===== src/rtl/controle_alarme.sv =====
// Anti-theft alarm sequencer: arm/trigger/siren state machine plus the countdown fed by Parametros_Tempo.
// Build option: define SIREN_PULSE_EN for a siren that toggles every second while sounding.
module controle_alarme #(
   parameter int TIMER_W = 5
) (
   input  logic               clock,
   input  logic               reset,
   input  logic               one_hz_enable,
   input  logic               ignition,
   input  logic               door_driver,
   input  logic               door_pass,
   input  logic               reprogram,
   input  logic [TIMER_W-1:0] value,
   output logic [1:0]         interval,
   output logic               siren,
   output logic               status,
   output logic [2:0]         state_dbg
);

   typedef enum logic [2:0] {
      ARMED      = 3'd0,
      TRIGGER    = 3'd1,
      SOUND      = 3'd2,
      DISARMED   = 3'd3,
      WAIT_OPEN  = 3'd4,
      WAIT_CLOSE = 3'd5,
      ARM_DELAY  = 3'd6
   } state_e;

   localparam logic [1:0] T_ARM_DELAY       = 2'b00;
   localparam logic [1:0] T_DRIVER_DELAY    = 2'b01;
   localparam logic [1:0] T_PASSENGER_DELAY = 2'b10;
   localparam logic [1:0] T_ALARM_ON        = 2'b11;

`ifdef SIREN_PULSE_EN
   localparam bit SIREN_PULSED = 1'b1;
`else
   localparam bit SIREN_PULSED = 1'b0;
`endif

   state_e             state_q, state_d;
   logic [1:0]         interval_q, interval_d;
   logic [TIMER_W-1:0] counter_q, counter_d;
   logic               load_pend_q, load_pend_d;
   logic               siren_q, siren_d;
   logic               status_q, status_d;

   logic               expired;
   logic               any_door;
   logic               start_timer;
   logic               hold_timer;
   logic [1:0]         timer_sel;

   assign expired  = (counter_q == '0) && !load_pend_q;
   assign any_door = door_driver | door_pass;

   // Next state; priority is reprogram > ignition > doors > expiry.
   always_comb begin
      // NOTE: every signal gets a default before the case so no path leaves one unassigned (no latches).
      state_d     = state_q;
      start_timer = 1'b0;
      hold_timer  = 1'b0;
      timer_sel   = interval_q;

      case (state_q)
         ARMED: begin
            if (ignition) begin
               state_d = DISARMED;
            end else if (door_driver) begin
               state_d     = TRIGGER;
               start_timer = 1'b1;
               timer_sel   = T_DRIVER_DELAY;
            end else if (door_pass) begin
               state_d     = TRIGGER;
               start_timer = 1'b1;
               timer_sel   = T_PASSENGER_DELAY;
            end
         end
         TRIGGER: begin
            if (ignition) begin
               state_d = DISARMED;
            end else if (expired) begin
               state_d     = SOUND;
               start_timer = 1'b1;
               timer_sel   = T_ALARM_ON;
            end
         end
         SOUND: begin
            if (ignition) begin
               state_d = DISARMED;
            end else if (any_door) begin
               hold_timer = 1'b1;
            end else if (expired) begin
               state_d = ARMED;
            end
         end
         DISARMED: begin
            if (!ignition) state_d = WAIT_OPEN;
         end
         WAIT_OPEN: begin
            if (ignition)         state_d = DISARMED;
            else if (door_driver) state_d = WAIT_CLOSE;
         end
         WAIT_CLOSE: begin
            if (ignition) begin
               state_d = DISARMED;
            end else if (!door_driver) begin
               state_d     = ARM_DELAY;
               start_timer = 1'b1;
               timer_sel   = T_ARM_DELAY;
            end
         end
         ARM_DELAY: begin
            if (ignition) begin
               state_d = DISARMED;
            end else if (any_door) begin
               start_timer = 1'b1;
               timer_sel   = T_ARM_DELAY;
            end else if (expired) begin
               state_d = ARMED;
            end
         end
         default: state_d = ARMED;
      endcase

      if (reprogram) begin
         state_d     = ARMED;
         start_timer = 1'b0;
         hold_timer  = 1'b0;
      end
   end

   // A pending load means value belongs to the freshly written interval; the counter copies it one cycle later.
   always_comb begin
      interval_d  = interval_q;
      load_pend_d = load_pend_q;
      counter_d   = counter_q;

      if (hold_timer) begin
         load_pend_d = 1'b1;
      end else if (load_pend_q) begin
         counter_d   = value;
         load_pend_d = 1'b0;
      end else if (one_hz_enable && (counter_q != '0)) begin
         counter_d = counter_q - TIMER_W'(1);
      end

      if (start_timer) begin
         interval_d  = timer_sel;
         load_pend_d = 1'b1;
      end

      if (reprogram) begin
         interval_d  = T_ARM_DELAY;
         load_pend_d = 1'b0;
      end
   end

   // Outputs are computed from the next state so they change on the same edge as state_dbg.
   always_comb begin
      siren_d  = 1'b0;
      status_d = 1'b0;

      case (state_d)
         ARMED: begin
            status_d = (state_q == ARMED) ? (status_q ^ one_hz_enable) : 1'b0;
         end
         TRIGGER: begin
            status_d = 1'b1;
         end
         SOUND: begin
            status_d = 1'b1;
            if (state_q != SOUND)  siren_d = 1'b1;
            else if (SIREN_PULSED) siren_d = siren_q ^ one_hz_enable;
            else                   siren_d = 1'b1;
         end
         default: begin
            siren_d  = 1'b0;
            status_d = 1'b0;
         end
      endcase

      if (reprogram) begin
         siren_d  = 1'b0;
         status_d = 1'b0;
      end
   end

   always_ff @(posedge clock or posedge reset) begin
      if (reset) begin
         state_q     <= ARMED;
         interval_q  <= T_ARM_DELAY;
         counter_q   <= '0;
         load_pend_q <= 1'b0;
         siren_q     <= 1'b0;
         status_q    <= 1'b0;
      end else begin
         // NOTE: registers update with non-blocking assignments so every flop samples pre-edge values.
         state_q     <= state_d;
         interval_q  <= interval_d;
         counter_q   <= counter_d;
         load_pend_q <= load_pend_d;
         siren_q     <= siren_d;
         status_q    <= status_d;
      end
   end

   assign interval  = interval_q;
   assign siren     = siren_q;
   assign status    = status_q;
   assign state_dbg = state_q;

endmodule


===== config.mk =====
export PLATFORM = sky130hd
export DESIGN_NAME = controle_alarme
export DESIGN_NICKNAME = d
export VERILOG_FILES = /design/src/rtl/controle_alarme.sv
export SDC_FILE = /design/constraint.sdc
export NUM_CORES = 1
export LEC_CHECK = 0
export CAP_MARGIN = 20
export CELL_PAD_IN_SITES_DETAIL_PLACEMENT = 0
export CELL_PAD_IN_SITES_GLOBAL_PLACEMENT = 1
export CORE_ASPECT_RATIO = 1.1
export CORE_UTILIZATION = 39
export CTS_BUF_LIST = sky130_fd_sc_hd__clkbuf_8
export DETAILED_ROUTE_END_ITERATION = 8
export GPL_TIMING_DRIVEN = 0
export PLACE_DENSITY = 0.78
export REMOVE_ABC_BUFFERS = 1
export SLEW_MARGIN = 20
export SYNTH_ARGS = -nofsm -noshare
export SYNTH_HDL_FRONTEND = slang
export SYNTH_SLANG_ARGS = --single-unit

===== constraint.sdc =====
create_clock -name clock -period 2.2 [get_ports clock]
set_input_delay 0.55 -clock clock [delete_from_list [all_inputs] [get_ports clock]]
set_output_delay 0.55 -clock clock [all_outputs]
set_load 0.05 [all_outputs]

**Word-level counts from Yosys, hierarchy flattened**

Cells that the tools add are included.

- Add/subtract/negate cells: 1
- Equality and inequality tests: 16
- Muxes and demuxes: 50
- Bitwise operators: 3
- Reductions and logical operators: 14

Operators by type and width:

| kind | number |
|---|---|
| two-way mux 3 bit | 14 |
| two-way mux 2 bit | 11 |
| != test 3 bit (second input constant) | 7 |
| two-way mux 1 bit | 19 |
| case mux 3 bit (6 select lines) | 1 |
| two-way mux 5 bit | 2 |
| AND reduction 10 bit | 1 |
| nonzero test 5 bit | 2 |
| == test 3 x 2 -> 1 bit (second input constant) | 3 |
| == test 3 bit (second input constant) | 3 |
| case mux 2 bit (4 select lines) | 1 |
| == test 3 x 1 -> 1 bit (second input constant) | 2 |
| zero test 3 bit | 2 |
| zero test 5 bit | 1 |
| subtractor 5 x 1 -> 5 bit (second input constant) | 1 |
| != test 4 bit (second input constant) | 1 |
| case mux 1 bit (4 select lines) | 1 |
| nonzero test 2 bit | 2 |
| OR reduction 2 bit | 2 |
| logical AND 1 bit | 2 |
| case mux 1 bit (2 select lines) | 1 |
| AND reduction 2 bit | 1 |
| zero test 1 bit | 1 |
| inverter 1 bit | 1 |
| 2 further kinds | 2 |

- Register bits after elaboration: 13
- Output and inout bits: 7
- Word-level logic and storage cells: 90

**Depth between registers and ports, before layout**

Gate-level depths: netlist of the first run.

- Word-level depth: 11
- Mapped depth: 6
- Mapped depth without buffers: 6

**Least setup slack after synthesis of the first run**

OpenSTA, ideal clock, no wires.

- Kind: register to register
- From: register state_q[2], in the netlist state_dbg[2]
- To: register interval_q[0], in the netlist interval[0]
- Arrival: 1.689 ns
- Required time: 2.072 ns
- Path slack: 0.384 ns
- Stages on the path, launching flop included: 6
- Cell sequence: dfrtp_1 -> buf_2 -> nor2b_1 -> a22oi_1 -> a31oi_1 -> mux2_1

- Cells in the longest elaborated chain, start to end: 5
- Elaborated cells between the ends (all ways): 20

Ends and longest elaborated chain:

| what | line | text |
|---|---|---|
| start: declaration | 41 | `state_e state_q, state_d;` |
| start signal: assignment | 199 | `state_q <= state_d;` |
| == test 3 bit, or another cell as far along | 65 | `case (state_q)` |
| case mux 1 bit (4 select lines) | 65 |  |
| two-way mux 1 bit | 126 | `if (reprogram) begin` |
| nonzero test 2 bit (no line) | - |  |
| AND reduction 10 bit (no line) | - |  |
| end signal: assignment | 200 | `interval_q <= interval_d;` |
| end: declaration | 42 | `logic [1:0] interval_q, interval_d;` |

Several ways; a longest one is shown, not always the timed one. The select of a mux whose other input is x is not followed.
A chain may end at the register's enable or synchronous reset.

**Worst setup path after layout of the first run**

- From: input door_driver
- To: register status_q, in the netlist status

- Cells in the longest elaborated chain, start to end: 9
- Elaborated cells between the ends (all ways): 17

Ends and longest elaborated chain:

| what | line | text |
|---|---|---|
| start: declaration | 10 | `input logic door_driver,` |
| OR 1 bit | 55 | `assign any_door = door_driver \| door_pass;` |
| two-way mux 3 bit | 116 | `end else if (any_door) begin` |
| two-way mux 3 bit | 114 | `if (ignition) begin` |
| case mux 3 bit (6 select lines) (*) | 65 |  |
| two-way mux 3 bit (*) | 126 |  |
| == test 3 x 2 -> 1 bit / == test 3 x 1 -> 1 bit (equally long branches) | 164 | `case (state_d)` |
| OR reduction 2 bit (no line) | - |  |
| case mux 1 bit (2 select lines) (*) | 164 |  |
| two-way mux 1 bit (*) | 183 | `if (reprogram) begin` |
| net status_d | 46 | `logic status_q, status_d;` |
| end signal: assignment | 204 | `status_q <= status_d;` |
| end: declaration | 46 |  |

Mark *: on every way through the listed nets, which the timed path passes. The rest lies on a longest branch.

==> impl_results.md, run 1 <==
* Yosys Warn Count at 0
* Post-place setup slack at -0.1495 ns
* Post-placement cell area at 0.001164 mm^2
* Worst-path cell chain: clkdlybuf4s50_1 -> nor2_2 -> a41oi_1 -> a2111oi_4 -> o2111a_1
* Slew of the pin with the lowest slew margin at 0.5471 ns
* Vias per std cell at 5.823
* Final Max Tran Viols at 0
* Area delta synth->final at 24.26%
* WL/cell at 15.35 um
* Clock root buffer: clkbuf_8
* Setup crit end kind: flop
* Area leader, netlist: dfrtp_1
* CTS sink count at 13
* Top_reg_cell synth: dfrtp_1
* Initial Utilization at 42.21%
* Post-CTS setup buffer count at 0
* Post-detail-place hpwl at 1725 um
* Crit-path slowest cell: clkdlybuf4s50_1
* Initial antenna violation count at 0
* CP Data Arrival Time at 2.31 ns
* Final clock skew at 0.001601 ns
* Final wirelength at 2426 um
* RSZ-0062 raised after global routing: false
* DR iter-0 viols at 19
* Seq/Total Area, Yosys at 33.55%
* Hold Fails Final Rpt at 0
* Post-Syn Area at 969.7 um^2
* Worst path bufs/invs at 1
* Layout Nets at 143
* CP top delay family: compound AO/OA/AOI/OAI gates
* Distinct cells, synth at 44
* Core area at 0.002297 mm^2
* Run status: completed
* Total grt overflow at 0
* Core Rows at 18
* Fmax at 470.4 MHz
* Port bufs at 18
* HP Start: interval[0]
* Non-Filler Instances at 158
* P_leak at 0.4827 nW
* Critical Path RT at 2.38 ns
* Int Power at 621.5 uW
* Vias in the first global route at 841
* # IOs at 19
* Syn_area_per_cell at 8.736 um^2
* Gr usage total at 20.11%
* Power density over cell area at 881.9 mW/mm^2
* Die height at 54.30 um
* Top cells by area, synth: dfrtp_1, nor2_1, o21ai_1, a21oi_1, a2111oi_4
* Longest Clk Path Bufs at 2
* CTS Buf Count at 3
* Clock power frac at 20.3%
* Asr flop ratio synth at 100.0%
* Max Cap Violations at 0
* DIE WIDTH at 49.54 um
* Largest net degree at the start of global routing at 17
* Post-route cell area at 0.001205 mm^2
* Setup ws final at 0.07432 ns
* CTS tree: done
* Gpl congestion at 0.8442
* Layout cells sized above 1 at 8.594%
* Post-synthesis cell count at 111
* Worst-Skew Late Latency at 0.25 ns
* Period utilization at 96.62%
* DR pass1 iterations at 4
* Setup-failing EPs final at 0
* Combinational share of power at 43.8%
* Psw at 441.1 uW
* Clock slew at reported path FFs at 0.06 ns
* Max_slew headroom at 63.49%
* Flop pwr share at 35.9%
* VDD IR max at 525.1 uV
* Die area at 0.002690 mm^2
* Layout Utilization at 52.45%
* Min Tclk post-route at 2.126 ns
* Ant diodes at 0
* Placed cell count at 154
* Residual DRC at 0
* Total vias in the final route at 920
* Worst setup path category: in -> reg
* CP peak stage delay at 0.56 ns
* Post-DRT Antenna Nets at 0
* EDFF count, synth at 0
* First-pass GRT wire length at 3905 um
* Flops & latches, synth at 13
* Share of the synthesized area in the top cell type at 33.55%
* H-tree depth at 1
* Worst min path class: reg -> reg
* Sw Ratio at 41.51%
* CP startpoint: door_driver
* Startpoint Class: input pin
* Worst R2R Start: counter_q[0]
* Critical path peak fanout at 9
-- worst reg2reg max path, cell delays in order (launching register included) --
cell       delay (ns)
dfrtp_1          0.40
inv_1            0.09
ha_1             0.15
nor3b_2          0.24
a41oi_1          0.25
a2111oi_4        0.41
o2111a_1         0.26
-- kinds of logic (layout without fill, tap and decap cells) --
logic type	after synthesis	count (layout)	synth area share, %
DFF	13	13	33.55
AOI/OAI and AO/OA	40	40	30.32
buffers and inverters	11	28	4.774
adders and majority gates	2	2	2.580
and+or+nand+nor	42	42	25.55
muxes	2	2	2.322
xor gates and xnor gates	1	1	0.9034
-- metal layers --
layer | up-vias | track usage [%] | routed length [um]
met5 | - | 0 | 0
met4 | 0 | 12.38 | 59
met3 | 7 | 2.500 | 112
met2 | 24 | 34.46 | 1172
met1 | 440 | 24.49 | 1081
li1 | 449 | - | -
-- per-stage QoR --
| stage | hold WS (ns) | total power, mW | setup TNS [ns] |
|---|---|---|---|
| global placement | 0.4792 | 0.8361 | -0.9726 |
| global route | 0.5205 | 1.138 | 0 |
| CTS | 0.4989 | 1.069 | 0 |
| detailed placement | 0.4852 | 0.8500 | -0.8900 |
| finish | 0.4922 | 1.063 | 0 |
| floorplan | 0.4270 | 0.7124 | 0 |
-- power groups by stage --
stage	combinational, mW	clock, mW	sequential, mW
after CTS	0.465	0.222	0.381
after global routing	0.515	0.232	0.392
after detailed placement	0.465	0	0.385
after floorplan	0.289	0	0.423
final	0.465	0.216	0.381
after global placement	0.455	0	0.381
-- layout by cell type (no fill, tap or decap), types with 3 or more instances in the layout --
| cell type | synthesis | routed |
|---|---|---|
| dfrtp_1 | 13 | 13 |
| dlygate4sd2_1 | 0 | 3 |
| inv_1 | 6 | 7 |
| clkdlybuf4s50_1 | 0 | 15 |
| o21ai_1 | 8 | 8 |
| clkbuf_8 | 0 | 3 |
| o21ai_0 | 4 | 4 |
| a21oi_1 | 6 | 6 |
| nand2b_1 | 4 | 4 |
| a22oi_1 | 3 | 3 |
| nand3_1 | 3 | 3 |
| nor2_1 | 16 | 16 |
-- sequential cells by signal (all words and copies together), names as in the netlist --
| register | cells |
|---|---|
| counter_q | 5 |
| state_dbg | 3 |
| interval | 2 |
| load_pend_q | 1 |
| siren | 1 |
| status | 1 |
-- final cells by class --
class | instances | area, um^2
inverter | 6 | 22.52
clock inverter | 1 | 3.754
clock buffer | 3 | 41.29
fill | 242 | 1092
sequential | 13 | 325.3
multi-input combinational | 87 | 598.1
timing repair buffer | 18 | 176.4
tap | 30 | 37.54
-- synth_stat cells, types with 2 or more instances --
library cell  count
o21ai_1           8
nor2b_1           2
nor2_1           16
mux2_1            2
nand2_1           2
a22oi_1           3
inv_1             6
nor4_1            2
nor3_1            2
a21boi_0          2
nand2b_1          4
o21ai_0           4
a31oi_1           2
a21oi_1           6
buf_2             4
ha_1              2
dfrtp_1          13
o21bai_1          2
nand3_1           3
nor3b_1           2
-- final timing paths --
path,end,slack [ns],cells after the start
setup / recovery,status,0.07,5
hold / removal,interval[0],0.49,1
setup reg to reg,status,0.31,6
hold reg to reg,interval[0],0.49,1
max in group asynchronous,interval[1],1.20,2
min in group asynchronous,counter_q[0],0.64,2
-- repair_timing --
action	4_1_cts	5_1_grt
resized for setup	3	0
setup endpoints to repair	3	0
hold buffers	0	0
Power figures use the tool's default switching activity.
==> run 2, diff against run 1 <==
Settings changed: CTS_CLUSTER_SIZE set to 24.
==> results of run 2 <==
Final layout, timing and power as in run 1 (identical DEF).
